--- src/rtl/fetch_stage.sv ---
// fetch_stage: instruction-fetch stage of the 3-stage RISC-V core.
//
// Owns the PC register and chooses the next PC. The choices are the reset
// vector, a hold during stall, a redirect from execute, or the sequential
// PC+4. It drives synchronous-read BIOS and IMEM ports with the next PC and
// hands the selected instruction word and its PC to decode.
//
// Ports:
//   clk, rst          core clock; synchronous active-high reset
//   stall             downstream cannot accept; hold PC and outputs
//   redirect_valid    execute resolved a jump / taken branch this cycle
//   redirect_target   byte address of the redirect
//   bios_addr/en/dout BIOS word address (pc_next[13:2]), enable, read data
//   imem_addr/en/dout IMEM word address (pc_next[15:2]), enable, read data
//   inst_d, pc_d      instruction to decode and its PC
//   inst_valid_d      inst_d is a real instruction (not a boot bubble)
//   misalign_d        one-cycle pulse: a misaligned redirect was accepted
//   fetch_count       valid instructions accepted by decode (wraps)
module fetch_stage #(
  parameter logic [31:0] RESET_PC     = 32'h4000_0000,
  parameter int          BOOT_BUBBLES = 2,
  parameter logic [31:0] NOP_INST     = 32'h0000_0013
) (
  input  logic        clk,
  input  logic        rst,
  input  logic        stall,
  input  logic        redirect_valid,
  input  logic [31:0] redirect_target,
  output logic [11:0] bios_addr,
  output logic        bios_en,
  input  logic [31:0] bios_dout,
  output logic [13:0] imem_addr,
  output logic        imem_en,
  input  logic [31:0] imem_dout,
  output logic [31:0] inst_d,
  output logic [31:0] pc_d,
  output logic        inst_valid_d,
  output logic        misalign_d,
  output logic [31:0] fetch_count
);

  typedef enum logic {BOOT, RUN} state_t;

  state_t      state;
  logic [3:0]  boot_cnt;
  logic [31:0] pc_f;
  logic        src_sel;
  logic [31:0] pc_next;
  logic        mem_en;
  logic        accept;

  // accept: an instruction leaves this stage at the coming edge
  assign accept = (state == RUN) && !stall;

  // Reset must still load the reset vector even when a stall is pending.
  assign mem_en = rst || !(stall && (state == RUN));

  always_comb begin
    pc_next = pc_f + 32'd4;
    if (rst || (state == BOOT))
      pc_next = RESET_PC;
    else if (stall)
      pc_next = pc_f;
    else if (redirect_valid)
      pc_next = {redirect_target[31:2], 2'b00};
  end

  assign bios_addr = pc_next[13:2];
  assign imem_addr = pc_next[15:2];
  assign bios_en   = mem_en;
  assign imem_en   = mem_en;

  // ---- fetch register stage: PC and source select track the memories ----
  always_ff @(posedge clk) begin
    if (mem_en) begin
      pc_f    <= pc_next;
      src_sel <= pc_next[30];
    end
  end

  always_ff @(posedge clk) begin
    if (rst) begin
      state       <= BOOT;
      boot_cnt    <= 4'(BOOT_BUBBLES - 1);
      fetch_count <= 32'd0;
      misalign_d  <= 1'b0;
    end else begin
      misalign_d <= accept && redirect_valid && (redirect_target[1:0] != 2'b00);
      if (accept)
        fetch_count <= fetch_count + 32'd1;
      if (state == BOOT) begin
        if (boot_cnt == 4'd0)
          state <= RUN;
        else
          boot_cnt <= boot_cnt - 4'd1;
      end
    end
  end

  // ---- decode handoff: word comes straight from the memory selected ----
  // Holding relies on the memories keeping their outputs while disabled.
  always_comb begin
    inst_valid_d = (state == RUN);
    pc_d         = pc_f;
    inst_d       = NOP_INST;
    if (state == RUN)
      inst_d = src_sel ? bios_dout : imem_dout;
  end

endmodule
--- config.mk ---
export PLATFORM = sky130hd
export DESIGN_NAME = fetch_stage
export DESIGN_NICKNAME = d
export VERILOG_FILES = /design/src/rtl/fetch_stage.sv
export SDC_FILE = /design/constraint.sdc
export NUM_CORES = 1
export LEC_CHECK = 0
export ABC_CLOCK_PERIOD_IN_PS = 2200
export BUFFER_PORTS_ARGS = -buffer_cell sky130_fd_sc_hd__buf_2
export CAP_MARGIN = 5
export CORE_MARGIN = 2
export CORE_UTILIZATION = 46
export CTS_BUF_LIST = sky130_fd_sc_hd__clkbuf_16
export CTS_CLUSTER_SIZE = 28
export DETAILED_ROUTE_END_ITERATION = 6
export PLACE_DENSITY = 0.85
export SLEW_MARGIN = 20
export SYNTH_ARGS = -nofsm -noshare
export SYNTH_HDL_FRONTEND = slang
export SYNTH_SLANG_ARGS = --single-unit
--- constraint.sdc ---
create_clock -name clk -period 2.2 [get_ports clk]
set_clock_uncertainty 0.05 [all_clocks]
set_input_delay 0.22 -clock clk [delete_from_list [all_inputs] [get_ports clk]]
set_output_delay 0.22 -clock clk [all_outputs]
set_load 0.1 [all_outputs]
Word-level counts from Yosys, hierarchy flattened
Index checks and enable logic that the tools add are counted.
{"block": "totals", "register_bits": 71, "inputBits": 100, "output_inout_bits": 126, "wordCells": 32}
{"block": "classes", "n_addsub": 3, "eq_ne": 1, "muxes": 7, "bitwise": 2, "reduce_logical": 12}
{"cell": "2-to-1 mux 32 bit", "n": 4}
{"cell": "adder 32 x 1 -> 32 bit (second input constant)", "n": 1}
{"cell": "adder 32 x 3 -> 32 bit (second input constant)", "n": 1}
{"cell": "2-to-1 mux 31 bit", "n": 1}
{"cell": "logical AND 1 bit", "n": 4}
{"cell": "logical NOT 4 bit", "n": 1}
{"cell": "AND reduction 2 bit", "n": 2}
{"cell": "subtractor 4 x 1 -> 4 bit (second input constant)", "n": 1}
{"cell": "logical NOT 1 bit", "n": 2}
{"cell": "logical OR 1 bit", "n": 2}
{"cell": "2-to-1 mux 1 bit", "n": 2}
{"cell": "!= test 2 x 1 -> 1 bit (second input constant)", "n": 1}
{"cell": "NOT 1 bit", "n": 2}
{"cell": "nonzero test 2 bit", "n": 1}

Longest topological paths before layout
Gate-level depths: netlist (run 1).
{"block": "depth", "depth_word": 4, "mapped_depth": 8, "mapped_depth_nobuf": 6}

Worst setup path before layout (run 1)
OpenSTA, ideal clock, no wires.
{"block": "synth_path", "path_kind": "flip-flop to flip-flop", "start": "reg pc_f[2], in the netlist pc_d[2]", "end": "reg pc_f[14], in the netlist pc_d[14], data pin", "setup_ns": 0.641, "t_arrival_ns": 4.225, "required_ns": 1.509, "slack_ns": -2.717, "stages_incl_launch_ff": 6, "path_buffers": 0, "period_less_slack_ns": 4.917, "path_cell_list": "edfxtp_1 > ha_1 > nand4_1 > nor3_1 > a221oi_1 > a211oi_1"}
{"block": "synth_between", "elab_chain_len": 4}
{"element": "start, declared", "line": "46", "text": "logic [31:0] pc_f;"}
{"element": "start signal, assigned", "line": "76", "text": "pc_f <= pc_next;"}
{"element": "adder 32 x 3 -> 32 bit", "line": "59", "text": "pc_next = pc_f + 32'd4;"}
{"element": "2-to-1 mux 32 bit", "line": "64", "text": "else if (redirect_valid)"}
{"element": "2-to-1 mux 32 bit", "line": "62", "text": "else if (stall)"}
{"element": "2-to-1 mux 31 bit", "line": "60", "text": "if (rst || (state == BOOT))"}
{"element": "net imem_addr[12]", "line": "32", "text": "output logic [13:0] imem_addr,"}
The timed path passes the listed nets, and every way through them passes these cells. The select of a mux whose other input is x is not followed.
A chain may end at the register's enable or synchronous reset.

Worst setup path after layout (run 1)
{"block": "layout_path", "start": "reg pc_f[2], in the netlist pc_d[2]", "end": "out imem_addr[10]"}
{"block": "layout_between", "elab_chain_len": 4}
{"element": "adder 32 x 3 -> 32 bit", "line": "59"}
{"element": "2-to-1 mux 32 bit", "line": "64"}
{"element": "2-to-1 mux 32 bit", "line": "62"}
{"element": "2-to-1 mux 31 bit", "line": "60"}
{"element": "end, declared", "line": "32"}
No other way between the ends. The select of a mux whose other input is x is not followed.

==> reports/metrics.cfg, run 1 <==
[global_route]
grt_pass1_vias = 5012
grt_max_degree = 39
grt_remaining_overflow = 0
antenna_found_initial = 1
grt.total_usage = 0.302
grt_first_pass_wirelength_um = 24600

[finish]
nets = 857
final_common_cell = buf_2
mostFrequentLayoutCells = buf_2 (167), buf_12 (59), nor2_1 (48)
syn_to_final_growth_pct = 71.2
fin_cells = 889
fin_area_um2 = 7630
drive_above_1_share = 0.523

[die]
die_w_um = 102
core_area_um2 = 9330
io_pins = 226
rows = 35
start_util = 0.478
dieArea_um2 = 10500
die_height_um = 102

[placement]
dpl_cell_area_um2 = 7020
place_hpwl_um = 11300
dp_cells = 853
gp_congestion = 0.907
preCtsSetupSlack_ps = 58.4
portBuffers = 225

[setup_path]
start_kind = flop
cp-end-kind = output pin
required_ps = 1930
slowest_stage = edfxtp_1
path_delay_family = compound AO/OA/AOI/OAI gates
r2r_setup_slack_ps = 100
r2r_cells = 5
cp.arrival_ps = 2100
crit_fanout = 5
rr_startpoint = pc_d[15]
path_cells = ha_4 > nand4_1 > buf_6 > o31ai_2 > a22oi_2 > a21oi_4 > buf_12
cp.buffers_inverters = 2
critPathMaxStageDelay_ps = 460
r2r-end = pc_d[28]
critPathKind = flop to output pin

[clock_network]
worstSkewPairLatency_ps = 330
path_clk_slew_ps = 60
cts_tree = built
cts.sinks = 70
cts_hold_buf = 0
root_buffer = clkbuf_16
htreeDepth = 3
numCtsBuffers = 9
cts.path.max_buffers = 2

[route]
route.met3.wl_um = 1840
vias = 5237
wl_met1_um = 5590
dr_wl_met2_um = 8320
drc = 0
routed_wl_um = 16600
dr.pass1.iters = 6
top_layer_used = met4
detail_route.wl_per_cell_um = 18.6
drt_iter0_drc = 430
drtAntennaViolNets = 0
vias_per_cell = 5.89

[sta]
whs_ps = 133
post-route-min-period_ps = 2370
hold_viol = 0
fin_ws_ps = -172
finalMaxSlewViolations = 0
layout_worst_path_cycle_share = 1.08
rsz0062_at_grt = true
worst_pin_slew_ps = 515
slew_headroom = 0.659
setup_violations = 20
fmax_mhz = 422

[power_and_ir_drop]
combPwrFrac = 0.531
peakVddDrop_uv = 664
power_w = 0.00661
p_seq_frac = 0.247
power_density_nw_per_um2 = 866
switching_power_w = 0.00313
p_clk_frac = 0.221
swShare = 0.474
internal-power_w = 0.00348
leakage_nw = 3.36

[synth]
synth-main-ff-cell = dfxtp_1
seq_area_frac_synth = 0.387
syn-num-nets = 624
synth.distinct_cells = 50
synthTopCellsByArea = edfxtp_1 (22%), dfxtp_1 (17%), mux2i_1 (8.1%)
avgSynthCellArea_um2 = 8.55
syn_area_um2 = 4450
syn_inst = 521
synth_top_area_cell = edfxtp_1
synth_edf_count = 32
async_flop_share = 0
synth_warnings = 0
synth_seq_cells = 70
synth_top_cell_area_share = 0.216

[run_status]
outcome = finished with violations
violations = negative setup slack

[min_path]
hold_path_class = input pin to flop
min_to = misalign_d
worstHoldStart = redirect_target[0]
whs_path_depth = 3

[flow_run]
maxCapViolCount = 0

-- cell usage after synthesis (2+ instances only) --
cell,number
a211oi_1,3
a21oi_1,35
a22oi_1,2
a31oi_1,4
and2_1,4
and3_1,9
and4_1,7
buf_1,4
buf_2,2
buf_4,14
clkbuf_1,24
dfxtp_1,38
edfxtp_1,32
ha_1,3
inv_1,12
mux2i_1,36
nand2_1,35
nand2b_1,2
nand3_1,23
nand4_1,11
nor2_1,54
nor2b_1,31
nor3_1,23
nor4_1,9
o21a_1,3
o21ai_0,27
o22ai_1,2
o31ai_1,4
or3_1,3
or4_1,6
xnor2_1,33
xor2_1,8
-- worst max path at each step --
stage	start	endpoint	slack [ps]	cells past startpoint
after floorplan	pc_d[9]	pc_d[15]	-1230	6
after global placement	pc_d[2]	imem_addr[9]	110	6
after detailed placement	pc_d[2]	imem_addr[8]	60	6
after CTS	pc_d[3]	imem_addr[13]	-50	5
after global routing	pc_d[3]	imem_addr[10]	-240	7
final	pc_d[2]	imem_addr[10]	-170	7
-- routing by layer --
| metal | track usage | vias up |
|---|---|---|
| met2 | 0.546 | 410 |
| li1 | - | 2315 |
| met4 | 0.147 | 0 |
| met3 | 0.0807 | 98 |
| met1 | 0.325 | 2414 |
| met5 | 0 | - |
-- what timing repair did --
item	CTS	global route
setup endpoints to repair	18	20
pin swaps	16	8
buffers inserted	12	7
gates resized for setup	29	9
-- cells by family after synthesis --
kind of cell | count (synthesis) | synth area share
flip-flops | 70 | 0.387
multiplexers | 36 | 0.0809
buffers and inverters | 59 | 0.0640
AO/OA/AOI/OAI | 87 | 0.113
AND/OR/NAND/NOR | 225 | 0.266
adder cells (fa/ha/maj) | 3 | 0.00843
XOR/XNOR | 41 | 0.0806
-- state kept, by name, summed over array words and instances, names as in the netlist --
signal,count
inst_valid_d,1
fetch_count,32
misalign_d,1
pc_d,32
boot_cnt,4
-- power by group through the flow --
| stage | Sequential, W | Combinational (W) | Clock [W] |
|---|---|---|---|
| after floorplan | 0.00229 | 0.00180 | 0 |
| after global placement | 0.00164 | 0.00335 | 0 |
| final | 0.00163 | 0.00351 | 0.00146 |
| after detailed placement | 0.00165 | 0.00340 | 0 |
| after CTS | 0.00162 | 0.00346 | 0.00147 |
| after global routing | 0.00165 | 0.00362 | 0.00153 |
-- worst min-delay path: stages --
cell	delay, ps
buf_2	80
nor2_1	40
nor3_1	120
-- stage by stage --
step / utilization / TNS [ps]
final: 0.818 / -2060
after global routing: 0.818 / -3310
after CTS: 0.808 / -201
after detailed placement: 0.752 / 0
after global placement: 0.752 / 0
after floorplan: - / -25970
-- layout make-up --
class	count	area (µm²)
sequential	70	1770
tap	129	161
clock buffer	9	225
fill	537	1700
inverter	13	48.8
timing repair buffer	268	2340
clock inverter	7	71.3
multi-input combinational	392	3010
antenna	1	2.50
Note: power is estimated with default switching activity, not from simulation.
==> inputs of run 2 (changes only) <==
--- a/config.mk
+++ b/config.mk
@@ -14,6 +14,7 @@
 export CTS_CLUSTER_SIZE = 28
 export DETAILED_ROUTE_END_ITERATION = 6
 export PLACE_DENSITY = 0.85
+export RECOVER_POWER = 50
 export SLEW_MARGIN = 20
 export SYNTH_ARGS = -nofsm -noshare
 export SYNTH_HDL_FRONTEND = slang
==> run 2 against run 1 <==
  * Utilization down 0.89 points
  * Combinational power hardly changed
  * Count of clock-buffer cells in the layout stayed put
  * First-iteration DRC count down 11%
  * Die area unchanged
  * Wire length down 0.25%
  * Sequential share of layout area is 0.24 points higher
  * The run still ends with negative setup slack left
==> reports/metrics.cfg, run 2 (synthesis gave the netlist of run 1 again) <==
[run_status]
outcome = finished with violations
violations = negative setup slack

[clock_network]
worstSkewPairLatency_ps = 330
cts_hold_buf = 0
cts_tree = built
cts.sinks = 70
path_clk_slew_ps = 60
root_buffer = clkbuf_16
htreeDepth = 3
numCtsBuffers = 9
cts.path.max_buffers = 2

[global_route]
grt_max_degree = 39
grt.total_usage = 0.302
grt_first_pass_wirelength_um = 24600
antenna_found_initial = 1
grt_remaining_overflow = 0
grt_pass1_vias = 5012

[power_and_ir_drop]
combPwrFrac = 0.529
internal-power_w = 0.00346
peakVddDrop_uv = 664
power_density_nw_per_um2 = 873
swShare = 0.474
power_w = 0.00659
switching_power_w = 0.00312
p_seq_frac = 0.249
leakage_nw = 3.16
p_clk_frac = 0.222

[die]
rows = 35
core_area_um2 = 9330
io_pins = 226
die_height_um = 102
dieArea_um2 = 10500
die_w_um = 102
start_util = 0.478

[route]
dr.pass1.iters = 5
vias_per_cell = 5.86
detail_route.wl_per_cell_um = 18.6
vias = 5207
drc = 0
drtAntennaViolNets = 0
drt_iter0_drc = 382
routed_wl_um = 16500

[sta]
slew_headroom = 0.187
whs_ps = 124
finalMaxSlewViolations = 0
setup_violations = 24
rsz0062_at_grt = true
worst_pin_slew_ps = 1220
fmax_mhz = 423
hold_viol = 0
fin_ws_ps = -163
layout_worst_path_cycle_share = 1.07
post-route-min-period_ps = 2360

[setup_path]
slowest_stage = edfxtp_1
critPathKind = flop to output pin
critPathMaxStageDelay_ps = 470
cp.buffers_inverters = 2
start_kind = flop
cp.arrival_ps = 2090
crit_fanout = 5
required_ps = 1930
path_cells = ha_4 > nand4_1 > buf_6 > o31ai_2 > a22oi_2 > a21oi_4 > buf_12
path_delay_family = compound AO/OA/AOI/OAI gates
cp-end-kind = output pin

[finish]
final_common_cell = buf_2
nets = 857
utilization = 0.809
syn_to_final_growth_pct = 69.4
drive_above_1_share = 0.464
fin_cells = 889
regArea_um2 = 1770
multi_input_area_um2 = 2980
fillers = 564
mostFrequentLayoutCells = buf_2 (112), buf_12 (59), nor2_1 (50)

[placement]
portBuffers = 225
place_hpwl_um = 11300
dp_cells = 853
gp_congestion = 0.907

[flow_run]
maxCapViolCount = 0

[min_path]
hold_path_class = input pin to flop

run 2: cell types whose count changed in the layout (fill, tap and decap cells not counted), sizes merged:
| cell | change |
|---|---|
| clkbuf | +58 |
| buf | -58 |
run 2: area by class of cell:
cell class                 instances  share of cell area
inverter                          13             0.00647
timing repair buffer             268               0.302
sequential                        70               0.235
tap                              129              0.0214
antenna                            1            0.000332
clock inverter                     7             0.00945
clock buffer                       9              0.0299
multi-input combinational        392               0.395
run 2: metal layers:
| layer | routed length [µm] | vias up | GRT usage |
|---|---|---|---|
| met5 | 0 | - | 0 |
| li1 | - | 2320 | - |
| met4 | 742 | 0 | 0.147 |
| met3 | 1800 | 78 | 0.0807 |
| met2 | 8420 | 392 | 0.546 |
| met1 | 5570 | 2417 | 0.325 |
run 2: worst register-to-register path: cells and delay by family, from the launching register on:
kind                      cells  cell delay (ps)
AOI/OAI and AO/OA             1               90
xor gates and xnor gates      1              180
and+or+nand+nor               3             1000
DFF                           1              530
run 2: worst paths after layout:
check                                        start               to  slack (ps)  cells after the start
worst max-delay path                       pc_d[2]    imem_addr[10]        -160                      7
worst min-delay path            redirect_target[0]       misalign_d         120                      3
worst max register to register            pc_d[15]         pc_d[28]          90                      5
worst min register to register     fetch_count[10]  fetch_count[10]         450                      2
run 2: power groups by stage:
stage	clock, W	sequential, W	combinational [W]
3_5_place_dp	0	0.00165	0.00340
5_1_grt	0.00153	0.00165	0.00359
6_report	0.00146	0.00164	0.00349
3_3_place_gp	0	0.00164	0.00335
2_1_floorplan	0	0.00229	0.00180
4_1_cts	0.00147	0.00162	0.00346
run 2: through the flow:
| step | setup slack (ps) | instance area (µm²) | TNS (ps) |
|---|---|---|---|
| 2_1_floorplan | -1230 | 5080 | -25970 |
| 3_3_place_gp | 115 | 7020 | 0 |
| 3_5_place_dp | 58.4 | 7020 | 0 |
| 4_1_cts | -47.6 | 7530 | -201 |
| 5_1_grt | -243 | 7540 | -3670 |
| 6_report | -163 | 7540 | -2140 |
run 2: what timing repair did:
| item | CTS | global route |
|---|---|---|
| gates resized for setup | 29 | 9 |
| buffers inserted | 12 | 7 |
| setup endpoints to repair | 18 | 20 |
| pin swaps | 16 | 8 |
| hold endpoints to repair | 0 | 0 |
==> inputs of run 3 (changes only) <==
--- a/config.mk
+++ b/config.mk
@@ -8,8 +8,9 @@
 export ABC_CLOCK_PERIOD_IN_PS = 2200
 export BUFFER_PORTS_ARGS = -buffer_cell sky130_fd_sc_hd__buf_2
 export CAP_MARGIN = 5
-export CORE_MARGIN = 2
-export CORE_UTILIZATION = 46
+export CELL_PAD_IN_SITES_DETAIL_PLACEMENT = 1
+export CELL_PAD_IN_SITES_GLOBAL_PLACEMENT = 2
+export CORE_UTILIZATION = 25
 export CTS_BUF_LIST = sky130_fd_sc_hd__clkbuf_16
 export CTS_CLUSTER_SIZE = 28
 export DETAILED_ROUTE_END_ITERATION = 6
==> run 3 against run 2 <==
  * The run still ends with negative setup slack left
  * Cell count is 12% higher
  * First-iteration DRC count decreased by 43%
  * Sequential share of layout area shrank 0.75 points
  * Non-clock buffer count grew 9
  * Critical path depth stayed put
  * Global-route usage fell by 11 points
  * Fmax decreased by 1.2%
  * Design area is 3.1% higher
  * Via count shrank 6.8%
  * Flip-flop and latch count did not move
  * Largest power group unchanged
==> reports/metrics.cfg, run 3 (synthesis gave the netlist of run 1 again) <==
[min_path]
whs_path_depth = 3
hold_path_class = input pin to flop
worstHoldStart = redirect_target[0]
min_to = misalign_d

[route]
vias = 4855
routed_wl_um = 17900
drtAntennaViolNets = 0
dr.pass1.iters = 5
vias_per_cell = 4.88
drt_iter0_drc = 216
drc = 0
detail_route.wl_per_cell_um = 18.1

[finish]
drive_above_1_share = 0.475
syn_to_final_growth_pct = 74.6
final_common_cell = buf_2
utilization = 0.448
fillers = 1988
mostFrequentLayoutCells = buf_2 (113), buf_12 (59), nor2_1 (47)
nets = 866
fin_area_um2 = 7780

[sta]
fin_ws_ps = -192
layout_worst_path_cycle_share = 1.09
fmax_mhz = 418
slew_headroom = 0.203
setup_violations = 26
whs_ps = 128
hold_viol = 0
finalMaxSlewViolations = 0
rsz0062_at_grt = true
worst_pin_slew_ps = 1200
post-route-min-period_ps = 2390

[clock_network]
worstSkewPairLatency_ps = 340
htreeDepth = 3
cts_tree = built
numCtsBuffers = 9
cts_hold_buf = 0
cts.sinks = 70
root_buffer = clkbuf_16
path_clk_slew_ps = 60
cts.path.max_buffers = 2

[global_route]
grt_pass1_vias = 5158
grt_remaining_overflow = 0
grt.total_usage = 0.191
antenna_found_initial = 1
grt_max_degree = 39
grt_first_pass_wirelength_um = 27100

[die]
die_w_um = 135
start_util = 0.257
io_pins = 226
die_height_um = 135
rows = 48
core_area_um2 = 17400
dieArea_um2 = 18400

[setup_path]
r2r_cells = 5
cp.arrival_ps = 2120
crit_fanout = 5
start_kind = flop
r2r_setup_slack_ps = 170
rr_startpoint = pc_d[13]
critPathKind = flop to output pin
crit_start = pc_d[2]
cp-end-kind = output pin
r2r-end = pc_d[29]
required_ps = 1930

[power_and_ir_drop]
peakVddDrop_uv = 523
power_density_nw_per_um2 = 851
leakage_nw = 3.21

[flow_run]
maxCapViolCount = 0

[placement]
gp_congestion = 0.840
place_hpwl_um = 13200
dpl_cell_area_um2 = 7170
portBuffers = 225
preCtsSetupSlack_ps = 8.17

[run_status]
outcome = finished with violations
violations = negative setup slack

[run 3: cell count changes in the layout (fill, tap and decap cells not counted), moves of 3 or more]
| cell | previous run | this run |
|---|---|---|
| nor2_1 | 50 | 47 |
| a21oi_2 | 2 | 7 |
| buf_4 | 37 | 43 |
| a21oi_1 | 31 | 26 |
[run 3: power by group]
group          internal, W  leakage, nW  switching [W]
clock             0.000930        0.157       0.000559
combinational      0.00110         2.34        0.00240
sequential         0.00149        0.704       0.000142
total              0.00352         3.21        0.00310
[run 3: how the worst max path moves through the flow]
stage / endpoint / cells after the start
after floorplan: pc_d[15] / 6
after global placement: imem_addr[10] / 6
after detailed placement: bios_addr[8] / 6
after CTS: imem_addr[9] / 6
after global routing: imem_addr[12] / 7
final: imem_addr[12] / 7
[run 3: worst max-delay path, cell delays in order (launching register included)]
cell and delay, ps:
edfxtp_1 460, ha_4 180, nand4_1 100, buf_6 170, nor3_4 190, a221oi_2 140, a211oi_4 310, buf_12 220
[run 3: per-layer routing]
metal	part of all wire	global-route usage	vias to the layer above
met5	0	0	-
met4	0.020	0.0643	0
met3	0.055	0.0419	24
met2	0.55	0.362	170
met1	0.38	0.208	2335
li1	-	-	2326
[run 3: cell type report]
cell class	instances	area, µm²	share of cell area
flip-flops and latches	70	1770	0.227
inverters	13	48.8	0.00627
clock buffers	10	250	0.0322
well taps	225	282	0.0362
diodes	1	2.50	0.000322
multi-input cells	392	3030	0.389
repair buffers	277	2350	0.302
clock inverters	6	51.3	0.00659
[run 3: repair_timing]
action,4_1_cts,5_1_grt
setup endpoints to repair,20,20
pin swaps,22,7
buffers inserted,13,10
resized for setup,33,18
[run 3: per-stage QoR]
stage	TNS [ps]	std cells	total power [W]
2_1_floorplan	-25970	521	0.00409
3_3_place_gp	0	954	0.00502
3_5_place_dp	0	954	0.00508
4_1_cts	-1010	983	0.00665
5_1_grt	-4540	994	0.00684
6_report	-2070	994	0.00662
